### src/rtl/mem_arbiter_if.sv
// Bus bundle between the CPU ports, the arbiter and the unified memory.
// The slave modport is the arbiter's view; master is the requester/memory side.
interface mem_arbiter_if #(
    parameter int AW = 16,
    parameter int DW = 16
);
    logic          i_req;
    logic [AW-1:0] i_addr;
    logic [DW-1:0] i_rdata;
    logic          i_rdy;
    logic          d_re;
    logic          d_we;
    logic [AW-1:0] d_addr;
    logic [DW-1:0] d_wdata;
    logic [DW-1:0] d_rdata;
    logic          d_rdy;
    logic          m_en;
    logic          m_we;
    logic [AW-1:0] m_addr;
    logic [DW-1:0] m_wdata;
    logic [DW-1:0] m_rdata;
    logic          stall_if;
    logic          stall_mem;

    modport slave (
        input  i_req, i_addr, d_re, d_we, d_addr, d_wdata, m_rdata,
        output i_rdata, i_rdy, d_rdata, d_rdy, m_en, m_we, m_addr, m_wdata,
               stall_if, stall_mem
    );

    modport master (
        output i_req, i_addr, d_re, d_we, d_addr, d_wdata, m_rdata,
        input  i_rdata, i_rdy, d_rdata, d_rdy, m_en, m_we, m_addr, m_wdata,
               stall_if, stall_mem
    );
endinterface

### src/rtl/mem_arbiter.sv
// Shares one fixed-latency memory port between instruction fetch and data access.
// Define MEM_ARB_RR_EN for round-robin arbitration; default is data-over-fetch priority.
module mem_arbiter #(
    parameter int AW  = 16,
    parameter int DW  = 16,
    parameter int LAT = 2
) (
    input  logic           clk,
    input  logic           rst_n,
    input  logic           hlt,
    output logic           idle,
    mem_arbiter_if.slave   bus
);
    typedef enum logic [1:0] {S_IDLE, S_ISSUE, S_WAIT, S_RESP} state_t;

    localparam logic [3:0] LAT_M1 = 4'(LAT - 1);

    state_t        state_q, state_d;
    logic [3:0]    cnt_q, cnt_d;
    logic          win_d_q, win_d_d;   // 1: current transaction belongs to the data port
    logic          wr_q, wr_d;
    logic          m_we_q, m_we_d;
    logic [AW-1:0] m_addr_q, m_addr_d;
    logic [DW-1:0] m_wdata_q, m_wdata_d;
    logic [DW-1:0] i_rdata_q, i_rdata_d;
    logic [DW-1:0] d_rdata_q, d_rdata_d;
    logic          d_req;
    logic          grant_d;

    assign d_req = bus.d_re | bus.d_we;

`ifdef MEM_ARB_RR_EN
    logic last_d_q, last_d_d;

    // On contention the port that did not win last time gets the slot.
    always_comb begin
        grant_d = d_req;
        if (d_req && bus.i_req)
            grant_d = ~last_d_q;
    end

    always_comb begin
        last_d_d = last_d_q;
        if (state_q == S_IDLE && !hlt && (d_req || bus.i_req))
            last_d_d = grant_d;
    end

    always_ff @(posedge clk or negedge rst_n) begin
        if (!rst_n) last_d_q <= 1'b1;
        else        last_d_q <= last_d_d;
    end
`else
    always_comb grant_d = d_req;
`endif

    always_comb begin
        state_d   = state_q;
        cnt_d     = cnt_q;
        win_d_d   = win_d_q;
        wr_d      = wr_q;
        m_we_d    = 1'b0;
        m_addr_d  = m_addr_q;
        m_wdata_d = m_wdata_q;
        i_rdata_d = i_rdata_q;
        d_rdata_d = d_rdata_q;
        case (state_q)
            S_IDLE: begin
                if (!hlt && (d_req || bus.i_req)) begin
                    win_d_d  = grant_d;
                    wr_d     = grant_d & bus.d_we;
                    m_we_d   = grant_d & bus.d_we;
                    m_addr_d = grant_d ? bus.d_addr : bus.i_addr;
                    if (grant_d && bus.d_we)
                        m_wdata_d = bus.d_wdata;
                    state_d  = S_ISSUE;
                end
            end
            S_ISSUE: begin
                // WAIT is always visited once so the capture lands on the cycle
                // m_rdata is valid, which keeps rdy at LAT+2 cycles after the grant.
                cnt_d   = LAT_M1;
                state_d = S_WAIT;
            end
            S_WAIT: begin
                if (cnt_q == 4'd0) begin
                    if (!wr_q) begin
                        if (win_d_q) d_rdata_d = bus.m_rdata;
                        else         i_rdata_d = bus.m_rdata;
                    end
                    state_d = S_RESP;
                end else begin
                    cnt_d = cnt_q - 4'd1;
                end
            end
            S_RESP:  state_d = S_IDLE;
            default: state_d = S_IDLE;
        endcase
    end

    always_ff @(posedge clk or negedge rst_n) begin
        if (!rst_n) begin
            state_q   <= S_IDLE;
            cnt_q     <= 4'd0;
            win_d_q   <= 1'b0;
            wr_q      <= 1'b0;
            m_we_q    <= 1'b0;
            m_addr_q  <= '0;
            m_wdata_q <= '0;
            i_rdata_q <= '0;
            d_rdata_q <= '0;
        end else begin
            state_q   <= state_d;
            cnt_q     <= cnt_d;
            win_d_q   <= win_d_d;
            wr_q      <= wr_d;
            m_we_q    <= m_we_d;
            m_addr_q  <= m_addr_d;
            m_wdata_q <= m_wdata_d;
            i_rdata_q <= i_rdata_d;
            d_rdata_q <= d_rdata_d;
        end
    end

    // Decoded from state so a reset removes m_en and rdy without waiting for a clock.
    assign bus.m_en      = (state_q == S_ISSUE);
    assign bus.m_we      = m_we_q;
    assign bus.m_addr    = m_addr_q;
    assign bus.m_wdata   = m_wdata_q;
    assign bus.i_rdy     = (state_q == S_RESP) & ~win_d_q;
    assign bus.d_rdy     = (state_q == S_RESP) &  win_d_q;
    assign bus.i_rdata   = i_rdata_q;
    assign bus.d_rdata   = d_rdata_q;
    assign bus.stall_if  = bus.i_req & ~bus.i_rdy;
    assign bus.stall_mem = d_req & ~bus.d_rdy;
    assign idle          = (state_q == S_IDLE);
endmodule

### src/flat_wrapper.sv
// flat-port wrapper written by rule: the top's interface ports become plain ports
module mem_arbiter_flat 
#(
    parameter int AW  = 16,
    parameter int DW  = 16,
    parameter int LAT = 2
)
  (clk, rst_n, hlt, idle, bus_i_req, bus_i_addr, bus_d_re, bus_d_we, bus_d_addr, bus_d_wdata, bus_m_rdata, bus_i_rdata, bus_i_rdy, bus_d_rdata, bus_d_rdy, bus_m_en, bus_m_we, bus_m_addr, bus_m_wdata, bus_stall_if, bus_stall_mem);
  mem_arbiter_if #(.AW(AW), .DW(DW)) bus_i ();
  input  logic clk;
  input  logic rst_n;
  input  logic hlt;
  output logic idle;
  input wire logic [$bits(bus_i.i_req)-1:0] bus_i_req;
  input wire logic [$bits(bus_i.i_addr)-1:0] bus_i_addr;
  input wire logic [$bits(bus_i.d_re)-1:0] bus_d_re;
  input wire logic [$bits(bus_i.d_we)-1:0] bus_d_we;
  input wire logic [$bits(bus_i.d_addr)-1:0] bus_d_addr;
  input wire logic [$bits(bus_i.d_wdata)-1:0] bus_d_wdata;
  input wire logic [$bits(bus_i.m_rdata)-1:0] bus_m_rdata;
  output wire logic [$bits(bus_i.i_rdata)-1:0] bus_i_rdata;
  output wire logic [$bits(bus_i.i_rdy)-1:0] bus_i_rdy;
  output wire logic [$bits(bus_i.d_rdata)-1:0] bus_d_rdata;
  output wire logic [$bits(bus_i.d_rdy)-1:0] bus_d_rdy;
  output wire logic [$bits(bus_i.m_en)-1:0] bus_m_en;
  output wire logic [$bits(bus_i.m_we)-1:0] bus_m_we;
  output wire logic [$bits(bus_i.m_addr)-1:0] bus_m_addr;
  output wire logic [$bits(bus_i.m_wdata)-1:0] bus_m_wdata;
  output wire logic [$bits(bus_i.stall_if)-1:0] bus_stall_if;
  output wire logic [$bits(bus_i.stall_mem)-1:0] bus_stall_mem;
  assign bus_i.i_req = bus_i_req;
  assign bus_i.i_addr = bus_i_addr;
  assign bus_i.d_re = bus_d_re;
  assign bus_i.d_we = bus_d_we;
  assign bus_i.d_addr = bus_d_addr;
  assign bus_i.d_wdata = bus_d_wdata;
  assign bus_i.m_rdata = bus_m_rdata;
  assign bus_i_rdata = bus_i.i_rdata;
  assign bus_i_rdy = bus_i.i_rdy;
  assign bus_d_rdata = bus_i.d_rdata;
  assign bus_d_rdy = bus_i.d_rdy;
  assign bus_m_en = bus_i.m_en;
  assign bus_m_we = bus_i.m_we;
  assign bus_m_addr = bus_i.m_addr;
  assign bus_m_wdata = bus_i.m_wdata;
  assign bus_stall_if = bus_i.stall_if;
  assign bus_stall_mem = bus_i.stall_mem;
  mem_arbiter #(.AW(AW), .DW(DW), .LAT(LAT)) u_core (.clk(clk), .rst_n(rst_n), .hlt(hlt), .idle(idle), .bus(bus_i));
endmodule
### config.mk
export PLATFORM = sky130hd
export DESIGN_NAME = mem_arbiter_flat
export DESIGN_NICKNAME = d
export VERILOG_FILES = /design/src/rtl/mem_arbiter_if.sv /design/src/rtl/mem_arbiter.sv /design/src/flat_wrapper.sv
export SDC_FILE = /design/constraint.sdc
export NUM_CORES = 1
export LEC_CHECK = 0
export CAP_MARGIN = 20
export CORE_MARGIN = 2
export CORE_UTILIZATION = 39
export CTS_BUF_LIST = sky130_fd_sc_hd__clkbuf_8
export DETAILED_ROUTE_END_ITERATION = 7
export PLACE_DENSITY = 0.91
export RECOVER_POWER = 25
export SYNTH_ARGS = -nofsm -noshare
export SYNTH_HDL_FRONTEND = slang
export SYNTH_SLANG_ARGS = --single-unit
export TNS_END_PERCENT = 1
### constraint.sdc
create_clock -name clk -period 2.1 [get_ports clk]
set_input_delay 0.63 -clock clk [delete_from_list [all_inputs] [get_ports clk]]
set_output_delay 0.63 -clock clk [all_outputs]
set_load 0.005 [all_outputs]
Word-level counts from Yosys, hierarchy flattened. Index checks and enable logic that the tools add are counted.

Bits of input ports: 70. Bits in read-only memories: 0. Register bits after elaboration: 73. Logic and storage cells: 47. Output and inout bits: 71. RAM bits: 0. Memories kept: 0. Bits in latches: 0.

Add/sub/neg operators: 1. Bitwise gates (word level): 10. Equal/unequal tests: 6. Divide/modulo/power cells: 0. Shifts and indexed selects: 0. Multiply operators: 0. Muxes and demuxes: 8. Reduce and logical (&&, ||, !) cells: 13. $lt $le $gt $ge: 0.

Operators by type and width (number): $mux 16 (1); $pmux 2 s4 (1); $pmux 4 s2 (1); $reduce_and 4->1 (2); $reduce_and 2->1 (3); $and 1x1->1 (5); $eq 2x2->1 const B (2); $logic_not 4->1 (1); $mux 2 (2); $mux 4 (1); $ne 2x1->1 const B (2); $not 1->1 (4); $sub 4x1->4 const B (1); $reduce_and 3->1 (1); $eq 2x1->1 const B (1); $logic_and 1x1->1 (2); $logic_not 2->1 (1); $mux 1 (2); $ne 2x2->1 const B (1); $reduce_bool 2->1 (1); $logic_not 1->1 (1); $logic_or 1x1->1 (1); $or 1x1->1 (1).

Depth between registers and ports, before layout. Gate-level depths: netlist of the first run.

Word-level depth: 5. Depth in mapped cells: 7. Depth with buffers taken out: 5.

Worst setup path before layout of the first run. Ideal clock, no wire load.

Path kind: input port to flip-flop. Start: input port bus_d_we. End: register u_core.m_addr_q[10] (netlist: u_core.bus.m_addr[10]). Slack: -80 ps. Data required time: 1975 ps. Stages on the path: 4. Arrival time: 2055 ps. Setup time: 125 ps. Buffers on the path: 1. Cell sequence: nor2_1 -> clkbuf_1 -> mux2_2 -> mux2_2.

Longest elaborated chain between the ends: 4. Elaborated cells on any way between the ends: 5. Those cells by class: 1 x mux; 1 x bitwise; 3 x reduce/logical.

RTL lines: start: declaration (RTL line flat_wrapper.sv:17) `input wire logic [$bits(bus_i.d_we)-1:0] bus_d_we;`; $or 1x1->1 * (RTL line mem_arbiter.sv:30) `assign d_req = bus.d_re | bus.d_we;`; $logic_or 1x1->1 (RTL line mem_arbiter.sv:68) `if (!hlt && (d_req || bus.i_req)) begin`; $logic_and 1x1->1 (RTL line mem_arbiter.sv:68); $reduce_and 2->1 (no source line); end signal: assignment (RTL line mem_arbiter.sv:117) `m_addr_q <= m_addr_d;`; end: declaration (RTL line mem_arbiter.sv:23) `logic [AW-1:0] m_addr_q, m_addr_d;`.

Mark *: on every way between the ends. The rest lies on a longest branch, timed or not. A chain may end at the register's enable or synchronous reset.

Worst setup path in the final report of the first run.
Start: register u_core.cnt_q[1]. End: register u_core.d_rdata_q[4] (netlist: u_core.bus.d_rdata[4]).

Longest elaborated chain between the ends: 2.

RTL lines: start: declaration (RTL line mem_arbiter.sv:19) `logic [3:0] cnt_q, cnt_d;`; start signal: assignment (RTL line mem_arbiter.sv:113) `cnt_q <= cnt_d;`; $logic_not 4->1 (RTL line mem_arbiter.sv:85) `if (cnt_q == 4'd0) begin`; $reduce_and 4->1 (no source line); end signal: assignment (RTL line mem_arbiter.sv:120) `d_rdata_q <= d_rdata_d;`; end: declaration (RTL line mem_arbiter.sv:26) `logic [DW-1:0] d_rdata_q, d_rdata_d;`.

Every way passes these cells.

==> results of run 1 <==
==> state kept, by name, indices dropped and copies added (netlist names) <==
register	cells
u_core.cnt_q	4
u_core.bus.m_we	1
u_core.bus.m_addr	16
u_core.wr_q	1
u_core.state_q	2
u_core.win_d_q	1
u_core.bus.m_wdata	16
u_core.bus.d_rdata	16
u_core.bus.i_rdata	16
==> logic make-up after synthesis <==
| kind of cell | count (synthesis) | synth area share |
|---|---|---|
| xor+xnor | 1 | 0.00278 |
| compound gates | 9 | 0.0191 |
| fa+ha+maj | 6 | 0.0239 |
| mux | 84 | 0.311 |
| flops | 73 | 0.581 |
| simple gates | 17 | 0.0362 |
| buf+inv | 15 | 0.0262 |
==> what timing repair did <==
item	in CTS	in global routing
buffers inserted	0	0
endpoints found under the setup margin	17	25
resized for setup	18	3
pin swaps	2	1
==> routing by layer <==
metal	GRT usage	vias up	wire, µm
met5	0	-	0
met4	0.0350	0	98
met3	0.0674	11	456
met2	0.320	77	4060
met1	0.200	1107	2760
li1	-	1029	-
==> metrics by stage <==
stage	cells	cell area (µm²)
after global placement	451	4760
final	467	4990
after detailed placement	451	4760
after floorplan	205	3150
after CTS	467	5010
after global routing	467	4990
==> power by group through the flow <==
| stage | sequential (mW) | combinational (mW) | clock (mW) |
|---|---|---|---|
| after floorplan | 2.45 | 1.13 | 0 |
| after global placement | 2.40 | 2.80 | 0 |
| after detailed placement | 2.44 | 2.89 | 0 |
| after CTS | 2.42 | 2.92 | 1.34 |
| after global routing | 2.50 | 3.11 | 1.40 |
| final | 2.42 | 2.88 | 1.30 |
==> final timing paths <==
kind,start,to,slack [ns]
worst max-delay path,u_core.cnt_q[1],u_core.bus.d_rdata[4],0.008
worst min-delay path,rst_n,u_core.bus.m_addr[1],0.45
worst max register to register,u_core.cnt_q[1],u_core.bus.d_rdata[4],0.008
worst min register to register,u_core.bus.m_wdata[13],u_core.bus.m_wdata[13],0.51
max in group asynchronous,rst_n,u_core.bus.m_wdata[2],0.37
min in group clk,u_core.bus.m_wdata[13],u_core.bus.m_wdata[13],0.51
==> placed cells by master (no fill, tap or decap), types with 2 or more instances in the layout <==
cell type,instances
inv_1,5
nor2b_2,2
nor2_1,2
mux2_2,71
nand2_1,3
dlygate4sd2_1,5
dfrtp_1,73
ha_1,3
clkdlybuf4s50_1,132
mux2_4,10
inv_2,4
o21ai_0,4
ha_2,2
buf_12,3
clkbuf_2,2
buf_4,7
mux2i_1,3
nor2b_1,3
clkbuf_8,10
bufinv_16,3
==> final cells by class <==
cell class / count / area [µm²]
clock inverter: 6 / 106
timing repair buffer: 151 / 1500
clock buffer: 10 / 138
multi-input combinational: 117 / 1260
inverter: 8 / 30.0
tap: 102 / 128
sequential: 73 / 1830
fill: 615 / 2770
==> critical path, cell delays in order, from the launching register on <==
cell	delay, ns
dfrtp_1	0.40
inv_2	0.08
ha_1	0.15
or3b_4	0.39
or4_4	0.60
mux2_4	0.36
==> flow_summary.json, run 1 <==
{
  "pin_count": 141,
  "tritoncts": "yes",
  "worst_pin_slew_ns": 0.991,
  "power.internal_mw": 4.84,
  "yosysWarnings": 0,
  "drtPass1Iterations": 4,
  "start_util": 0.405,
  "synth_top_cells_by_count": "dfrtp_1 (73), mux2_2 (71), mux2_4 (10)",
  "routed_wl_um": 7370,
  "end_kind": "flop",
  "cts_made_buffers": 9,
  "switching_power_mw": 1.77,
  "clock_path_buffers": 2,
  "drc": 0,
  "antenna_left": 0,
  "gp_congestion": 0.786,
  "cts_hold_buf": 0,
  "status": "completed",
  "p_sw_frac": 0.267,
  "worstSetupPathType": "flop to flop",
  "grt_max_degree": 42,
  "ir_drop_v": 0.000754,
  "min_period_ns": 2.09,
  "setup_tns_ns": 0,
  "wl_per_cell_um": 15.8,
  "vias": 2224,
  "core_um2": 7770,
  "ys_types": 27,
  "ys_ff_latch": 73,
  "place.port_buffers": 140,
  "total_power_mw": 6.60,
  "finalCoreUtilization": 0.643,
  "ys.flop_type": "dfrtp_1",
  "die_area_um2": 8800,
  "place_ws_ns": -0.298,
  "powerDensity_nw_per_um2": 1320,
  "synthArstFlopShare": 1.00,
  "syn_area_um2": 3150,
  "layout_setup_ws_ns": 0.00781,
  "total_leakage_power_nw": 2.19,
  "finalMaxSlewViolations": 0,
  "crit_fanout": 16,
  "clock-root-buffer": "clkbuf_8",
  "worstPathArrival_ns": 2.31,
  "grt_pass1_vias": 2579,
  "holdCritPathClass": "primary input to async pin",
  "clk_latency_ns": 0.33,
  "max_freq_ghz": 0.478,
  "setup_viol": 0,
  "synth_cells": 205,
  "worstSetupStartpointType": "flop",
  "hold_slack_ns": 0.452,
  "cap_violations": 0,
  "final_layout_size_suffix_gt1_frac": 0.337,
  "combPwrFrac": 0.437,
  "clkSinkCount": 73,
  "period_share": 0.996,
  "via_per_inst": 4.76,
  "yosysMostFrequentCell": "dfrtp_1",
  "rows": 32,
  "die_w_um": 93.8,
  "rsz0062_at_grt": "true",
  "die_h_um": 93.8,
  "h-tree-depth": 3,
  "clkPwrFrac": 0.197,
  "overflow": 0,
  "antenna_cells": 0,
  "dp_hpwl_um": 5510,
  "ys_seq_area_frac": 0.581,
  "clk_pin_slew_ns": 0.07,
  "avgSynthCellArea_um2": 15.4,
  "synth_nets": 281,
  "maxSlewHeadroom": 0.339,
  "nets": 436,
  "synth_top_cell_by_area": "dfrtp_1",
  "synthTopCellsByArea": "dfrtp_1 (58%), mux2_2 (25%), mux2_4 (4.8%)",
  "grt_pass1_wl_um": 12100,
  "p_seq_frac": 0.366,
  "syn_to_final_growth_pct": 58.7,
  "track_usage": 0.177,
  "skew_ns": 0.00574,
  "hold_violations": 0,
  "required_ns": 2.32,
  "antenna_found_initial": 0,
  "dr.first_iter.drc_count": 34,
  "synth_top_area_share": 0.581,
  "synth_edf_count": 0,
  "reg2regPathDepth": 5
}
Power figures use the tool's default switching activity.
==> run 2: changes to the inputs <==
Settings changed: GPL_TIMING_DRIVEN set to 0, MAX_ROUTING_LAYER set to met4.
==> run 2 against run 1 <==
  * Clock power down 11%
  * Clock-buffer cell count down 1
  * The run now ends with max-capacitance violations, max-slew violations, negative setup slack left
  * Highest routed layer unchanged
  * First-iteration DRC count up 18%
==> flow_summary.json, run 2 (synthesized netlist as in run 1, its figures left out) <==
{
  "status": "finished with violations",
  "violations": "max-capacitance violations, max-slew violations, negative setup slack",
  "crit_fanout": 10,
  "dp_hpwl_um": 5460,
  "setup_tns_ns": -0.510,
  "core_um2": 7770,
  "nets": 437,
  "final_layout_size_suffix_gt1_frac": 0.344,
  "max_freq_ghz": 0.463,
  "routed_wl_um": 7350,
  "fillers": 613,
  "dr.first_iter.drc_count": 40,
  "grt_max_degree": 74,
  "cap_violations": 1,
  "clk_pin_slew_ns": 0.07,
  "track_usage": 0.175,
  "drtPass1Iterations": 2,
  "vias": 2240,
  "path_cells": "inv_2, ha_1, or3b_4, or4_4, buf_12, mux2_4",
  "drc": 0,
  "setup_viol": 10,
  "holdCritPathClass": "flop to flop",
  "antenna_found_initial": 0,
  "maxSlewHeadroom": -0.0519,
  "die_h_um": 93.8,
  "cpPeakStageDelay_ns": 0.51,
  "die_w_um": 93.8,
  "wl_per_cell_um": 15.7,
  "pin_count": 141,
  "worstSetupStartpointType": "flop",
  "end_kind": "flop",
  "place.port_buffers": 140,
  "min_period_ns": 2.16,
  "start_util": 0.405,
  "final_common_cell": "clkdlybuf4s50_1",
  "clock_path_buffers": 2,
  "cts_made_buffers": 9,
  "ir_drop_v": 0.000667,
  "finalMaxSlewViolations": 74,
  "clkSinkCount": 73,
  "h-tree-depth": 3,
  "tritoncts": "yes",
  "antenna_left": 0,
  "required_ns": 2.32,
  "die_area_um2": 8800,
  "clock-root-buffer": "clkbuf_8",
  "powerDensity_nw_per_um2": 1300,
  "grt_pass1_vias": 2527,
  "period_share": 1.03,
  "worstSetupPathType": "flop to flop",
  "skew_ns": 0.00864,
  "rows": 32,
  "syn_to_final_growth_pct": 58.5,
  "cts_hold_buf": 0,
  "overflow": 0,
  "antenna_cells": 0,
  "total_leakage_power_nw": 2.20,
  "clk_latency_ns": 0.34,
  "slowest_stage": "or4_4",
  "worstPathArrival_ns": 2.37,
  "layout_setup_ws_ns": -0.0587,
  "hold_violations": 0,
  "gp_congestion": 0.729,
  "rsz0062_at_grt": "true",
  "via_per_inst": 4.79,
  "total_power_mw": 6.50,
  "grt_pass1_wl_um": 11600,
  "worst_pin_slew_ns": 1.58,
  "final_cell_mix": "clkdlybuf4s50_1 (130), dfrtp_1 (71), mux2_2 (70)"
}
-- run 2: what timing repair did --
action                     4_1_cts  5_1_grt
resized for setup               21       21
hold endpoints to repair         0        0
cloned                           0        0
pin swaps                        2        1
setup buffers                    3        3
setup endpoints to repair       43       48
-- run 2: worst paths after layout --
path,from,endpoint,slack (ns),cells past startpoint
max in group asynchronous,rst_n,u_core.state_q[1],0.36,1
worst min register to register,u_core.bus.m_wdata[0],u_core.bus.m_wdata[0],0.50,1
worst max-delay path,u_core.cnt_q[0],u_core.bus.d_rdata[3],-0.06,6
min in group asynchronous,rst_n,u_core.bus.m_addr[1],0.70,1
worst max register to register,u_core.cnt_q[0],u_core.bus.d_rdata[3],-0.06,6
worst min-delay path,u_core.bus.m_wdata[0],u_core.bus.m_wdata[0],0.50,1
-- run 2: worst max-delay path, delay by kind of cell (launching register included) --
kind                     cells  cell delay [ns]
adder cells (fa/ha/maj)      1             0.14
buffers and inverters        2             0.26
flip-flops                   1             0.42
AND/OR/NAND/NOR              2             0.92
multiplexers                 1             0.29
-- run 2: metal layers --
layer	routed length, µm	GRT usage
met1	3030	0.206
met2	3940	0.302
met3	326	0.0329
met4	45	0.0580
met5	0	-
-- run 2: final cells by class --
type / count / area [µm²] / area share
well taps: 102 / 128 / 0.0256
clock buffers: 9 / 124 / 0.0248
repair buffers: 146 / 1430 / 0.288
plain buffers: 6 / 62.6 / 0.0125
flip-flops and latches: 73 / 1830 / 0.367
multi-input cells: 117 / 1290 / 0.259
clock inverters: 7 / 86.3 / 0.0173
inverters: 8 / 32.5 / 0.00652
-- run 2: power by group --
| part | switching [mW] | internal (mW) |
|---|---|---|
| registers | 0.381 | 2.05 |
| clock network | 0.501 | 0.658 |
| logic | 0.920 | 1.99 |
| total | 1.80 | 4.70 |
-- run 2: metrics by stage --
stage | util | cells | cell area [µm²] | setup slack, ns | hold slack, ns
floorplan | - | 205 | 3150 | 0.00317 | 0.334
global placement | 0.602 | 447 | 4680 | -2.05 | 0.488
detailed placement | 0.602 | 447 | 4680 | -1.07 | 0.492
CTS | 0.635 | 466 | 4930 | -0.154 | 0.450
global route | 0.642 | 468 | 4990 | -0.119 | 0.526
finish | 0.642 | 468 | 4990 | -0.0587 | 0.504
==> run 3: changes to the inputs <==
Settings changed: SLEW_MARGIN set to 20.
==> run 3 against run 2 <==
  * The run ends with negative setup slack left
  * Register-to-register slack lost 0.05 ns
  * Sequential power is essentially flat
  * Maximum frequency shrank 2.2%
  * Clock power grew 31%
  * Power grew 3.6%
  * Cell count shrank 0.43%
  * Clock skew is essentially flat
  * Worst setup slack lost 0.048 ns
  * Sequential cell count is the same
  * Clock-buffer cell count is the same
  * Global-route usage grew 0.071 points
  * Largest cell class unchanged
  * Largest power group unchanged
==> flow_summary.json, run 3 (synthesized netlist as in run 1, its figures left out) <==
{
  "via_per_inst": 4.74,
  "nets": 436,
  "layout_setup_ws_ns": -0.107,
  "die_area_um2": 8800,
  "antenna_left": 0,
  "skew_ns": 0.00851,
  "worstPathArrival_ns": 2.42,
  "final_common_cell": "clkdlybuf4s50_1",
  "cap_violations": 0,
  "dp.cells": 448,
  "dpl_cell_area_um2": 4700,
  "cpPeakStageDelay_ns": 0.43,
  "fillers": 595,
  "die_h_um": 93.8,
  "startpoint": "u_core.cnt_q[0]",
  "final_layout_size_suffix_gt1_frac": 0.330,
  "violations": "negative setup slack",
  "pin_count": 141,
  "grt_pass1_wl_um": 11700,
  "fin_area_um2": 5020,
  "worst_pin_slew_ns": 0.964,
  "worst-path-buf-inv": 3,
  "crit_end": "u_core.bus.d_rdata[0]",
  "antenna_found_initial": 0,
  "drtPass1Iterations": 4,
  "clkSinkCount": 73,
  "clock-root-buffer": "clkbuf_8",
  "p_sw_frac": 0.258,
  "antenna_cells": 0,
  "finalMaxSlewViolations": 0,
  "path_cells": "inv_2, ha_1, or3b_4, or4_4, buf_6, buf_12, mux2_4",
  "reg2regPathDepth": 7,
  "tritoncts": "yes",
  "dr.first_iter.drc_count": 62,
  "total_power_mw": 6.73,
  "grt_max_degree": 57,
  "cp.depth": 7,
  "slowest_stage": "or4_4",
  "setup_viol": 10,
  "worstSetupStartpointType": "flop",
  "holdCritPathClass": "primary input to async pin",
  "required_ns": 2.31,
  "grt_pass1_vias": 2540,
  "die_w_um": 93.8,
  "setup_tns_ns": -0.992,
  "min_period_ns": 2.21,
  "overflow": 0,
  "period_share": 1.05,
  "rsz0062_at_grt": "true",
  "syn_to_final_growth_pct": 59.5,
  "place.port_buffers": 140,
  "r2r_slack_ns": -0.11,
  "routed_wl_um": 7230,
  "drc": 0,
  "core_um2": 7770,
  "p_seq_frac": 0.361,
  "cts_made_buffers": 9,
  "r2r-start": "u_core.cnt_q[0]",
  "max_freq_ghz": 0.453,
  "critPathTopFamily": "simple AND/OR/NAND/NOR gates",
  "rows": 32,
  "end_kind": "flop",
  "crit_fanout": 10,
  "ir_drop_v": 0.000637,
  "cts_hold_buf": 0,
  "combPwrFrac": 0.414,
  "start_util": 0.405,
  "power.internal_mw": 4.99,
  "instances_no_fill": 466,
  "gp_congestion": 0.729,
  "final_cell_mix": "clkdlybuf4s50_1 (130), dfrtp_1 (73), mux2_2 (70)",
  "wl_per_cell_um": 15.5,
  "maxSlewHeadroom": 0.357,
  "vias": 2210,
  "h-tree-depth": 3,
  "worstSetupPathType": "flop to flop",
  "clock_path_buffers": 2,
  "total_leakage_power_nw": 2.22,
  "dp_hpwl_um": 5470,
  "powerDensity_nw_per_um2": 1340,
  "clk_pin_slew_ns": 0.07,
  "switching_power_mw": 1.74,
  "clk_latency_ns": 0.33,
  "clkPwrFrac": 0.225,
  "reg2reg_to": "u_core.bus.d_rdata[0]",
  "hold_violations": 0,
  "status": "finished with violations",
  "track_usage": 0.175
}
## run 3: cell types whose count changed in the layout (fill, tap and decap cells not counted), sizes merged
cell           delta
clkinvlp          -1
clkdlybuf4s15     -1
clkinv            -2
clkbuf            +2
dlygate4sd2       +1
inv               -1
bufinv            +3
buf               -3
## run 3: repair_timing
item                                    4_1_cts  5_1_grt
endpoints found under the setup margin       43       52
setup buffers                                 3        0
pin swaps                                     2        1
gates resized for setup                      21       14
## run 3: power groups by stage
| stage | clock network (mW) | logic [mW] | registers, mW |
|---|---|---|---|
| finish | 1.52 | 2.79 | 2.43 |
| global route | 1.63 | 3.01 | 2.51 |
| CTS | 1.55 | 2.83 | 2.44 |
| detailed placement | 0 | 2.80 | 2.45 |
| global placement | 0 | 2.72 | 2.40 |
| floorplan | 0 | 1.13 | 2.45 |
## run 3: how the worst min path moves through the flow
stage	cells after the start	to	slack (ns)
floorplan	0	u_core.bus.d_rdata[0]	0.33
global placement	1	u_core.bus.m_wdata[11]	0.49
detailed placement	1	u_core.bus.m_wdata[12]	0.49
CTS	1	u_core.bus.m_addr[3]	0.16
global route	1	u_core.bus.m_wdata[0]	0.51
finish	1	u_core.bus.m_addr[4]	0.43
## run 3: cell type report
cell class | count | area, µm² | share of cell area
plain buffers | 7 | 77.6 | 0.0155
clock buffers | 9 | 124 | 0.0247
clock inverters | 6 | 155 | 0.0309
inverters | 8 | 30.0 | 0.00598
multi-input cells | 117 | 1260 | 0.251
flip-flops and latches | 73 | 1830 | 0.364
well taps | 102 | 128 | 0.0254
repair buffers | 144 | 1420 | 0.282
## run 3: layer usage
| metal | vias up | GRT usage | share of wire |
|---|---|---|---|
| li1 | 1025 | - | - |
| met1 | 1107 | 0.198 | 0.40 |
| met2 | 71 | 0.308 | 0.54 |
| met3 | 7 | 0.0425 | 0.054 |
| met4 | 0 | 0.0543 | 0.0083 |
| met5 | - | - | 0 |
## run 3: per-stage QoR
step                hold WS, ns  utilization  setup WS, ns
CTS                       0.163        0.647        -0.151
floorplan                 0.334            -       0.00317
global placement          0.488        0.602         -2.05
finish                    0.430        0.646        -0.107
detailed placement        0.493        0.606         -1.08
global route              0.509        0.646        -0.176
